## src/rtl/nios_system_cpu_1_oci_dct_packer_if.sv

```systemverilog
// Handshake bundle between the trace source/frame consumer and the DCT packer.
// The master side drives codes and control; the slave side is the packer.
interface nios_system_cpu_1_oci_dct_packer_if;
    logic        trace_valid;
    logic [1:0]  trace_code;
    logic        trace_ready;
    logic        flush;
    logic        end_req;
    logic        frame_valid;
    logic        frame_ready;
    logic [29:0] frame_data;
    logic [3:0]  frame_count;
    logic [29:0] dct_buffer;
    logic [3:0]  dct_count;
    logic        test_ending;
    logic        test_has_ended;

    modport master (
        output trace_valid,
        output trace_code,
        output flush,
        output end_req,
        output frame_ready,
        input  trace_ready,
        input  frame_valid,
        input  frame_data,
        input  frame_count,
        input  dct_buffer,
        input  dct_count,
        input  test_ending,
        input  test_has_ended
    );

    modport slave (
        input  trace_valid,
        input  trace_code,
        input  flush,
        input  end_req,
        input  frame_ready,
        output trace_ready,
        output frame_valid,
        output frame_data,
        output frame_count,
        output dct_buffer,
        output dct_count,
        output test_ending,
        output test_has_ended
    );
endinterface

```

## src/rtl/nios_system_cpu_1_oci_dct_packer.sv

```systemverilog
// Packs 2-bit data-trace codes into 30-bit frames; full frames and flushes go to a one-deep frame register.
// Latency: a code or flush reaches the frame register on the edge it is accepted (if the register is free).
// Backpressure: trace_ready drops when the next code would complete a frame that has nowhere to go.
module nios_system_cpu_1_oci_dct_packer #(
    parameter int FULL_COUNT = 15
) (
    input  logic                                clk,
    input  logic                                reset,
    nios_system_cpu_1_oci_dct_packer_if.slave   pif
);

    localparam logic [3:0] FULL_CNT = 4'(FULL_COUNT);
    localparam logic [3:0] LAST_CNT = 4'(FULL_COUNT - 1);

    typedef enum logic [1:0] {
        ST_RUN,
        ST_DRAIN,
        ST_DONE
    } state_t;

    state_t      state;
    state_t      state_nxt;

    logic [29:0] buf_q;
    logic [3:0]  cnt_q;
    logic        fv_q;
    logic [29:0] fd_q;
    logic [3:0]  fc_q;
    logic        fp_q;
    logic        te_q;

    logic        trace_ready_c;
    logic        accept;
    logic [29:0] buf_pk;
    logic [3:0]  cnt_pk;
    logic        full_load;
    logic        flush_req;
    logic        fp_now;
    logic        frame_free;
    logic        flush_load;
    logic        load_frame;

    // A held frame blocks only the code that would complete the next frame,
    // and any code once a flush is waiting so the flushed content stays fixed.
    always_comb begin
        trace_ready_c = 1'b1;
        if (state != ST_RUN) begin
            trace_ready_c = 1'b0;
        end else if (fv_q && (cnt_q == LAST_CNT)) begin
            trace_ready_c = 1'b0;
        end else if (fv_q && fp_q) begin
            trace_ready_c = 1'b0;
        end
    end

    always_comb begin
        accept     = pif.trace_valid && trace_ready_c;
        buf_pk     = accept ? {buf_q[27:0], pif.trace_code} : buf_q;
        cnt_pk     = cnt_q + (accept ? 4'd1 : 4'd0);
        full_load  = accept && (cnt_pk == FULL_CNT);
        flush_req  = (state == ST_RUN) && (pif.flush || pif.end_req);
        // The code packed this cycle joins any flush requested alongside it.
        fp_now     = fp_q || (flush_req && (cnt_pk != 4'd0) && !full_load);
        frame_free = !fv_q || pif.frame_ready;
        flush_load = fp_now && frame_free && !full_load;
        load_frame = full_load || flush_load;
    end

    always_ff @(posedge clk) begin
        if (reset) begin
            state <= ST_RUN;
        end else begin
            state <= state_nxt;
        end
    end

    always_comb begin
        state_nxt = state;
        case (state)
            ST_RUN: begin
                if (pif.end_req) begin
                    state_nxt = ST_DRAIN;
                end
            end
            ST_DRAIN: begin
                if ((cnt_q == 4'd0) && !fp_q && frame_free) begin
                    state_nxt = ST_DONE;
                end
            end
            ST_DONE: begin
                state_nxt = ST_DONE;
            end
            default: begin
                state_nxt = ST_RUN;
            end
        endcase
    end

    always_ff @(posedge clk) begin
        if (reset) begin
            buf_q <= '0;
            cnt_q <= '0;
            fp_q  <= 1'b0;
        end else if (load_frame) begin
            buf_q <= '0;
            cnt_q <= '0;
            fp_q  <= 1'b0;
        end else begin
            buf_q <= buf_pk;
            cnt_q <= cnt_pk;
            fp_q  <= fp_now;
        end
    end

    always_ff @(posedge clk) begin
        if (reset) begin
            fv_q <= 1'b0;
            fd_q <= '0;
            fc_q <= '0;
        end else if (load_frame) begin
            fv_q <= 1'b1;
            fd_q <= buf_pk;
            fc_q <= cnt_pk;
        end else if (fv_q && pif.frame_ready) begin
            fv_q <= 1'b0;
        end
    end

    always_ff @(posedge clk) begin
        if (reset) begin
            te_q <= 1'b0;
        end else begin
            te_q <= (state == ST_RUN) && pif.end_req;
        end
    end

    assign pif.trace_ready    = trace_ready_c;
    assign pif.frame_valid    = fv_q;
    assign pif.frame_data     = fd_q;
    assign pif.frame_count    = fc_q;
    assign pif.dct_buffer     = buf_q;
    assign pif.dct_count      = cnt_q;
    assign pif.test_ending    = te_q;
    assign pif.test_has_ended = (state == ST_DONE);

endmodule

```

## src/flat_wrapper.sv

```systemverilog
// flat-port wrapper written by rule: the top's interface ports become plain ports
module nios_system_cpu_1_oci_dct_packer_flat 
#(
    parameter int FULL_COUNT = 15
)
  (clk, reset, pif_trace_valid, pif_trace_code, pif_flush, pif_end_req, pif_frame_ready, pif_trace_ready, pif_frame_valid, pif_frame_data, pif_frame_count, pif_dct_buffer, pif_dct_count, pif_test_ending, pif_test_has_ended);
  nios_system_cpu_1_oci_dct_packer_if pif_i ();
  input  logic clk;
  input  logic reset;
  input wire logic [$bits(pif_i.trace_valid)-1:0] pif_trace_valid;
  input wire logic [$bits(pif_i.trace_code)-1:0] pif_trace_code;
  input wire logic [$bits(pif_i.flush)-1:0] pif_flush;
  input wire logic [$bits(pif_i.end_req)-1:0] pif_end_req;
  input wire logic [$bits(pif_i.frame_ready)-1:0] pif_frame_ready;
  output wire logic [$bits(pif_i.trace_ready)-1:0] pif_trace_ready;
  output wire logic [$bits(pif_i.frame_valid)-1:0] pif_frame_valid;
  output wire logic [$bits(pif_i.frame_data)-1:0] pif_frame_data;
  output wire logic [$bits(pif_i.frame_count)-1:0] pif_frame_count;
  output wire logic [$bits(pif_i.dct_buffer)-1:0] pif_dct_buffer;
  output wire logic [$bits(pif_i.dct_count)-1:0] pif_dct_count;
  output wire logic [$bits(pif_i.test_ending)-1:0] pif_test_ending;
  output wire logic [$bits(pif_i.test_has_ended)-1:0] pif_test_has_ended;
  assign pif_i.trace_valid = pif_trace_valid;
  assign pif_i.trace_code = pif_trace_code;
  assign pif_i.flush = pif_flush;
  assign pif_i.end_req = pif_end_req;
  assign pif_i.frame_ready = pif_frame_ready;
  assign pif_trace_ready = pif_i.trace_ready;
  assign pif_frame_valid = pif_i.frame_valid;
  assign pif_frame_data = pif_i.frame_data;
  assign pif_frame_count = pif_i.frame_count;
  assign pif_dct_buffer = pif_i.dct_buffer;
  assign pif_dct_count = pif_i.dct_count;
  assign pif_test_ending = pif_i.test_ending;
  assign pif_test_has_ended = pif_i.test_has_ended;
  nios_system_cpu_1_oci_dct_packer #(.FULL_COUNT(FULL_COUNT)) u_core (.clk(clk), .reset(reset), .pif(pif_i));
endmodule
```

## config.mk

```make
export PLATFORM = sky130hd
export DESIGN_NAME = nios_system_cpu_1_oci_dct_packer_flat
export DESIGN_NICKNAME = d
export VERILOG_FILES = /design/src/rtl/nios_system_cpu_1_oci_dct_packer_if.sv /design/src/rtl/nios_system_cpu_1_oci_dct_packer.sv /design/src/flat_wrapper.sv
export SDC_FILE = /design/constraint.sdc
export NUM_CORES = 1
export LEC_CHECK = 0
export ABC_AREA = 0
export CORE_ASPECT_RATIO = 1.4
export CORE_UTILIZATION = 45
export CTS_CLUSTER_SIZE = 16
export DETAILED_ROUTE_END_ITERATION = 10
export GPL_ROUTABILITY_DRIVEN = 0
export PLACE_DENSITY = 0.79
export SETUP_SLACK_MARGIN = 0.05
export SYNTH_ARGS = -nofsm -noshare
export SYNTH_HDL_FRONTEND = slang
export SYNTH_SLANG_ARGS = --single-unit
```

## constraint.sdc

```tcl
create_clock -name clk -period 4 [get_ports clk]
set_input_delay 1.2 -clock clk [delete_from_list [all_inputs] [get_ports clk]]
set_output_delay 1.2 -clock clk [all_outputs]
set_load 0.02 [all_outputs]
```

Yosys cells after proc, flatten, opt, wreduce, memory -nomap -nowiden
Index checks and enable logic that the tools add are counted.
- input bits: 8
- word-level logic and storage cells: 52
- register bits: 73
- output and inout port bits: 72
- multiplexer cells: 10
- add/subtract/negate cells: 1
- equal/unequal tests: 6
- reductions and logical operators: 27
- operators by type and width (kind ; number):
    30-bit two-way mux ; 1
    1-bit logical AND ; 13
    4-bit equality test, second input constant ; 2
    1-bit two-way mux ; 6
    2-bit case mux with 3 select lines ; 1
    4-bit adder ; 1
    4-bit zero test ; 1
    1-bit logical OR ; 4
    2-bit two-way mux ; 2
    2-bit nonzero test ; 2
    4-bit nonzero test ; 1
    1-bit zero test ; 3
    2-bit by 1-bit equality test with 1-bit output, second input constant ; 1
    2-bit equality test, second input constant ; 1
    2-bit zero test ; 1
    2-bit by 1-bit != test with 1-bit output, second input constant ; 1
    2-bit != test, second input constant ; 1
    2-bit AND reduction ; 1
    2-bit OR reduction ; 1

Logic depth before layout (Yosys ltp)
Gate-level depths: netlist (run 1).
- word-level depth: 16
- mapped depth: 13
- depth with buffers taken out: 10

Least setup slack after synthesis (run 1)
Ideal clock, no wire load.
- kind: in2reg
- start point: input port pif_trace_valid
- end point: register u_core.fd_q[10], in the netlist u_core.pif.frame_data[10]
- buffers on the path: 3
- data required time: 3.919 ns
- data arrival time: 3.381 ns
- stages on the path: 11
- setup time: 0.081 ns
- setup slack: 0.538 ns
- path through: o2111ai_4 -> inv_2 -> buf_2 -> ha_1 -> nand3_1 -> xor2_2 -> nand4b_2 -> and2_1 -> buf_6 -> buf_6 -> a211oi_2
- longest elaborated chain between the ends: 11
- elaborated cells between the ends (all ways): 14
- those cells by class: add/sub: 1; eq/ne: 1; mux: 2; reduce/logical: 10
- ends and longest elaborated chain (element ; RTL line ; text):
    start: declaration ; flat_wrapper.sv:10 ; input wire logic [$bits(pif_i.trace_valid)-1:0] pif_trace_valid;
    1-bit logical AND * ; nios_system_cpu_1_oci_dct_packer.sv:57 ; accept = pif.trace_valid && trace_ready_c;
    1-bit two-way mux ; nios_system_cpu_1_oci_dct_packer.sv:59 ; cnt_pk = cnt_q + (accept ? 4'd1 : 4'd0);
    4-bit adder ; nios_system_cpu_1_oci_dct_packer.sv:59 ;
    4-bit equality test ; nios_system_cpu_1_oci_dct_packer.sv:60 ; full_load = accept && (cnt_pk == FULL_CNT);
    1-bit logical AND ; nios_system_cpu_1_oci_dct_packer.sv:60 ;
    1-bit zero test ; nios_system_cpu_1_oci_dct_packer.sv:63, nios_system_cpu_1_oci_dct_packer.sv:65 ;
    1-bit logical AND ; nios_system_cpu_1_oci_dct_packer.sv:63 ; fp_now = fp_q || (flush_req && (cnt_pk != 4'd0) && !full_load);
    1-bit logical OR ; nios_system_cpu_1_oci_dct_packer.sv:63 ;
    1-bit logical AND (2 in a row) ; nios_system_cpu_1_oci_dct_packer.sv:65 ; flush_load = fp_now && frame_free && !full_load;
    1-bit logical OR ; nios_system_cpu_1_oci_dct_packer.sv:66 ; load_frame = full_load || flush_load;
    end signal: assignment ; nios_system_cpu_1_oci_dct_packer.sv:122 ; fd_q <= buf_pk;
    end: declaration ; nios_system_cpu_1_oci_dct_packer.sv:27 ; logic [29:0] fd_q;
Every way passes the cells marked *; elsewhere a longest branch is shown, timed or not.
A chain may end at the register's enable or synchronous reset.

Worst setup path after layout (run 1)
- start point: input port pif_trace_valid
- end point: register u_core.fd_q[20], in the netlist u_core.pif.frame_data[20]
The elaborated chain is that of the path after synthesis.

==> run summary, run 1 <==
* **final-report hold violation count** 0
* **length of routed wiring on met1** 3020 um
* **Sequential Power Share** 29.4%
* **via count of the routed design** 2338
* **Slew @ Worst Pin** 0.640 ns
* **aggregate routed wire length** 7030 um
* **cts bufs inserted** 9
* **warning count from the yosys run** 0
* **final antenna diode count** 0
* **routed length per instance** 16.5 um
* **Max Cap Violations** 0
* **clock tree buffer depth** 2
* **data arrival time at the worst-slack endpoint** 3.47 ns
* **die outline area** 0.00699 mm^2
* **switching pwr** 1.58 mW
* **fraction of synthesis flops using an asynchronous set or reset pin** 0%
* **Initial DRC Count** 143
* **global-route wire length before repair** 11400 um
* **final layout net count** 365
* **TritonCTS clock tree** built
* **min-delay src** u_core.pif.frame_count[1]
* **r2r startpoint** u_core.pif.dct_count[2]
* **met3 wirelength from detailed routing** 261 um
* **Cell Pwr Density** 924 mW/mm^2
* **remaining design rule violation count** 10
* **remaining global-route overflow** 0
* **worst max-slew margin expressed relative to the limit** 57.3%
* **top sig layer** met4
* **overall global routing resource usage** 21.1%
* **fraction of the yosys area taken by sequential cells** 48.8%
* **Leakage** 1.49 nW
* **Setup crit start** pif_trace_valid
* **fraction of the core area covered by cells at the end of the flow** 63.1%
* **non-filler cells, final** 427
* **maximum fanout along the worst path** 21
* **Vert. Die Dim** 98.5 um
* **root buffer cell** sky130_fd_sc_hd__clkbuf_8
* **Slew Viols, Final** 0
* **clock network power share** 14.5%
* **total internal power** 2.11 mW
* **CTS Hold Bufs** 0
* **Crit. End Element** flop
* **Setup CP Type** primary input to flop
* **worst setup skew after layout** 0.00610 ns
* **clock latency on the worst-skew pair** 0.34 ns
* **Syn Inst Count** 272
* **combinational share of power** 56.1%
* **die span in x** 70.9 um
* **number of instances resized during post-cts repair** 0
* **post-CTS setup-driven buffer insertion count** 0
* **number of instances in the placed design** 412
* **min cycle time layout** 3.21 ns
* **antenna violations before repair** 0
* **met2 wire length** 3640 um
* **fmax** 312 MHz
* **count of port buffers added during placement** 79
* **Via density** 5.48
* **total clock sinks** 73
* **Post-Synthesis Net Count** 286
* **synthesized area per cell** 11.0 um^2
* **violations in the final reports** DRC
* **Clock transition at path regs** 0.07 ns
* **Min-Delay Path Class** flop to flop
* **number of antenna-violating nets in the routed design** 0
* **prevailing post-synth register cell** sky130_fd_sc_hd__dfxtp_1
* **worst endpoint required time** 4.26 ns
* **number of H-tree branching levels** 3
* **outcome** finished, violations left
* **setup repair after global routing missed its margin** no
* **IR drop worst, VDD** 518 uV
* **post-synthesis sequential element count** 73
* **most frequent cells in the layout** sky130_fd_sc_hd__clkdlybuf4s50_1 (78), sky130_fd_sc_hd__dfxtp_1 (73), sky130_fd_sc_hd__nor2_1 (38), sky130_fd_sc_hd__a21oi_1 (35), sky130_fd_sc_hd__mux2i_1 (32)
* **Layout area overhead** 33.5%
* **post-route clock period utilization** 80.2%
* **dpl hpwl** 4880 um
* **total iterations of the first detailed-routing run** 7
* **floorplan core area** 0.00634 mm^2
* **number of global-route vias before repair** 2362
* **startpoint types** primary input
* **number of placed I/O pins** 80
* **number of different library cells in the post-synthesis netlist** 35
* **maximum number of pins on one net before global-route repair** 36
* **share of final-layout standard cells stronger than drive strength 1** 18.3%
* **Fin Setup TNS** 0 ns
* **count of flip-flops with a built-in enable after synthesis** 0
* **effective utilization at floorplan** 47.2%
* **Switching Share** 42.7%
* **number of cell rows** 34
* **most common cell after layout, fill and taps aside** sky130_fd_sc_hd__clkdlybuf4s50_1
* **Post-Syn Area** 0.00299 mm^2
* **total of endpoints with negative setup slack in the final report** 0
power groups by stage:
stage	Clock (mW)	Sequential (mW)	Combinational, mW
CTS	0.548	1.08	2.08
floorplan	0	1.30	1.26
global placement	0	1.10	2.04
finish	0.537	1.09	2.07
global route	0.580	1.11	2.23
detailed placement	0	1.10	2.07
area by class of cell:
type,count,area (um^2)
clock inverters,6,60.1
repair buffers,89,873
fillers,504,2340
clock buffers,9,124
multi-input cells,171,1360
flip-flops and latches,73,1460
inverters,7,26.3
well taps,72,90.1
registers in the layout, summed over array words and instances, names as in the netlist:
name / flops
u_core.fp_q: 1
u_core.pif.dct_buffer: 30
u_core.pif.dct_count: 4
u_core.pif.frame_count: 4
u_core.pif.frame_data: 30
u_core.pif.frame_valid: 1
u_core.pif.test_ending: 1
u_core.state: 2
worst max-delay path, cell delays in order:
cell                              delay, ns
sky130_fd_sc_hd__clkdlybuf4s50_1       0.44
sky130_fd_sc_hd__o2111ai_4             0.11
sky130_fd_sc_hd__inv_2                 0.05
sky130_fd_sc_hd__ha_1                  0.19
sky130_fd_sc_hd__ha_1                  0.21
sky130_fd_sc_hd__xnor2_2               0.20
sky130_fd_sc_hd__o41ai_4               0.41
sky130_fd_sc_hd__buf_4                 0.32
sky130_fd_sc_hd__a21oi_1               0.12
sky130_fd_sc_hd__a211oi_2              0.20
kinds of logic after synthesis:
family | Yosys count | synth area share, %
mux | 32 | 10.7
compound gates | 78 | 23.0
flops | 73 | 48.8
buf+inv | 28 | 5.72
simple gates | 53 | 8.19
xor+xnor | 2 | 1.09
fa+ha+maj | 6 | 2.51
worst paths after layout:
kind	endpoint	slack (ns)	cells past startpoint
max reg2reg	u_core.pif.frame_data[20]	1.34	10
min	u_core.pif.frame_count[1]	0.48	2
max	u_core.pif.frame_data[20]	0.79	10
min reg2reg	u_core.pif.frame_count[1]	0.48	2
through the flow:
stage                     cell area (um^2)  setup slack (ns)  hold slack [ns]  total power, mW
final                                 4000             0.792            0.476             3.69
after global placement                3810             0.470            0.462             3.13
after floorplan                       2990             0.538            0.490             2.56
after CTS                             4000             0.778            0.479             3.71
after detailed placement              3810             0.430            0.472             3.17
after global routing                  4000             0.642            0.527             3.92
synthesized netlist by cell type, types with 2 or more instances:
master                     instances  share of area (%)
sky130_fd_sc_hd__a21oi_1          35                5.9
sky130_fd_sc_hd__nor2_1           38                4.8
sky130_fd_sc_hd__a211oi_2         31                 13
sky130_fd_sc_hd__a21o_1            2               0.50
sky130_fd_sc_hd__nand2b_1          2               0.42
sky130_fd_sc_hd__nand3_1           2               0.33
sky130_fd_sc_hd__nand2_1           3               0.38
sky130_fd_sc_hd__ha_1              6                2.5
sky130_fd_sc_hd__buf_6             8                3.0
sky130_fd_sc_hd__clkbuf_1          7               0.88
sky130_fd_sc_hd__mux2i_1          32                 11
sky130_fd_sc_hd__dfxtp_1          73                 49
sky130_fd_sc_hd__buf_2             5               0.84
sky130_fd_sc_hd__o21ai_0           2               0.33
sky130_fd_sc_hd__inv_1             6               0.75
per-layer routing:
metal  vias up  track usage, %
met1      1134            25.0
li1       1129               -
met5         -               0
met2        65            36.9
met4         0            10.0
met3        10            3.27
Power figures use the tool's default switching activity.
==> inputs of run 2 (changes only) <==
clock period = 3.18 ns   (was 4 ns; I/O delays follow)
==> run 2 against run 1 <==
Global-route usage rose by 0.13 points. Cell area up 3.5%. Combinational power increased by 36%. Power increased by 35%. Die area did not move. Worst hold slack better by 0.0026 ns. Clock power grew 48%. Sequential cell count stayed put. The run still ends with DRC left. Core utilization increased by 2.2 points. First-iteration DRC count fell by 26%. Via count is 1.8% higher.
==> run summary, run 2 (same netlist as run 1, synthesis figures left out) <==
* **share of final-layout standard cells stronger than drive strength 1** 19.8%
* **worst setup skew after layout** 0.0109 ns
* **CP Depth** 10
* **total iterations of the first detailed-routing run** 9
* **violations in the final reports** DRC
* **die outline area** 0.00699 mm^2
* **setup repair after global routing missed its margin** no
* **worst path cell trace** clkdlybuf4s50_1 > o2111ai_4 > inv_4 > ha_1 > ha_1 > xnor2_2 > o41ai_4 > and2_2 > buf_12 > a211oi_2
* **sum of buffers and inverters on the critical path** 3
* **Via density** 5.47
* **worst endpoint required time** 3.39 ns
* **total design power** 4.97 mW
* **number of cell rows** 34
* **cell depth of the worst hold path** 2
* **Vert. Die Dim** 98.5 um
* **min cycle time layout** 2.99 ns
* **total of endpoints with negative setup slack in the final report** 0
* **total clock sinks** 73
* **startpoint types** primary input
* **Setup crit start** pif_trace_valid
* **most used cell along the critical path** sky130_fd_sc_hd__ha_1
* **post-route clock period utilization** 93.9%
* **worst-case reg-to-reg path depth** 10
* **most frequent cells in the layout** sky130_fd_sc_hd__clkdlybuf4s50_1 (78), sky130_fd_sc_hd__dfxtp_1 (73), sky130_fd_sc_hd__nor2_1 (38), sky130_fd_sc_hd__a21oi_1 (35), sky130_fd_sc_hd__mux2i_1 (32)
* **effective utilization at floorplan** 47.2%
* **Cell Pwr Density** 1200 mW/mm^2
* **fmax** 335 MHz
* **root buffer cell** sky130_fd_sc_hd__clkbuf_8
* **switching pwr** 2.06 mW
* **most common cell after layout, fill and taps aside** sky130_fd_sc_hd__clkdlybuf4s50_1
* **worst max-slew margin expressed relative to the limit** 59.8%
* **routed length per instance** 16.4 um
* **combinational share of power** 56.6%
* **Layout area overhead** 38.2%
* **Crit. End Element** flop
* **number of antenna-violating nets in the routed design** 0
* **via count of the routed design** 2379
* **Worst Slack Setup Final** 0.193 ns
* **TritonCTS clock tree** built
* **data arrival time at the worst-slack endpoint** 3.20 ns
* **Sequential Power Share** 27.4%
* **largest stage delay on the critical path** 0.46 ns
* **Initial DRC Count** 106
* **floorplan core area** 0.00634 mm^2
* **total internal power** 2.91 mW
* **maximum number of pins on one net before global-route repair** 31
* **final layout net count** 372
* **Layout fillers** 522
* **Min-Delay Path Class** flop to flop
* **final antenna diode count** 0
* **cell family with the largest share of critical-path delay** buffers and inverters
* **outcome** finished, violations left
* **number of H-tree branching levels** 3
* **clock network power share** 15.9%
* **count of port buffers added during placement** 79
* **min-delay src** u_core.pif.frame_count[1]
* **number of global-route vias before repair** 2410
* **remaining design rule violation count** 8
* **area of all placed cells without fillers** 0.00414 mm^2
* **IR drop worst, VDD** 732 uV
* **antenna violations before repair** 0
* **number of placed I/O pins** 80
* **Slew @ Worst Pin** 0.602 ns
* **Placement Cell Area** 0.00392 mm^2
* **r2r startpoint** u_core.pif.dct_count[2]
* **clock tree buffer depth** 2
* **final-report hold violation count** 0
* **global-route wire length before repair** 11400 um
* **die span in x** 70.9 um
* **cts bufs inserted** 9
* **aggregate routed wire length** 7120 um
* **remaining global-route overflow** 0
* **clock latency on the worst-skew pair** 0.35 ns
* **slowest CP cell** sky130_fd_sc_hd__o41ai_4
* **Leakage** 1.55 nW
* **overall global routing resource usage** 21.2%
* **tightest hold margin** 0.479 ns
* **worst slack at placement** -0.183 ns
* **Clock transition at path regs** 0.07 ns
* **Setup CP Type** primary input to flop
* **dpl hpwl** 4980 um
* **maximum fanout along the worst path** 11
* **Max Cap Violations** 0
* **Slew Viols, Final** 0
* **Switching Share** 41.4%
## run 2: per-layer routing
metal | GRT usage, % | up-vias | share of wire (%)
li1 | - | 1145 | -
met1 | 23.7 | 1148 | 41
met2 | 37.6 | 73 | 53
met3 | 4.81 | 13 | 4.2
met4 | 10.3 | 0 | 1.9
met5 | 0 | - | 0
## run 2: power groups by stage
stage	clock, mW	sequential [mW]	combinational, mW
finish	0.793	1.36	2.82
global placement	0	1.38	2.73
CTS	0.813	1.36	2.83
global route	0.850	1.39	3.00
floorplan	0	1.63	1.61
detailed placement	0	1.38	2.81
## run 2: per-stage QoR
stage | util [%] | setup TNS [ns] | cells
finish | 65.3 | 0 | 435
global route | 65.3 | 0 | 435
CTS | 65.2 | 0 | 435
detailed placement | 61.8 | -5.49 | 419
global placement | 61.8 | -2.77 | 419
floorplan | - | 0 | 272
## run 2: path summary, 6_finish.rpt
path | endpoint | slack, ns
max | u_core.pif.frame_count[2] | 0.19
min reg2reg | u_core.pif.frame_count[1] | 0.48
min | u_core.pif.frame_count[1] | 0.48
max reg2reg | u_core.pif.frame_count[2] | 0.45
## run 2: cell type report
| class | count | area, um^2 | area share, % |
|---|---|---|---|
| Sequential cell | 73 | 1460 | 35.3 |
| Multi-Input combinational cell | 171 | 1370 | 33.2 |
| Timing Repair Buffer | 96 | 967 | 23.4 |
| Clock buffer | 10 | 128 | 3.09 |
| Clock inverter | 6 | 90.1 | 2.18 |
| Tap cell | 72 | 90.1 | 2.18 |
| Inverter | 7 | 28.8 | 0.696 |
## run 2: repair_timing
item | CTS | global route
setup buffers | 0 | 0
resized for setup | 0 | 1
setup endpoints to repair | 0 | 1
hold buffers | 0 | 0
## run 2: tightest hold or removal path, cell delays in order (launching register included)
cell and delay (ns):
sky130_fd_sc_hd__dfxtp_1 0.32, sky130_fd_sc_hd__nand2b_1 0.07, sky130_fd_sc_hd__o21ai_1 0.05
==> inputs of run 3 (changes only) <==
SLEW_MARGIN = 20   (was not set)
==> results of run 3 <==
Final layout, timing and power as in run 2 (identical DEF).
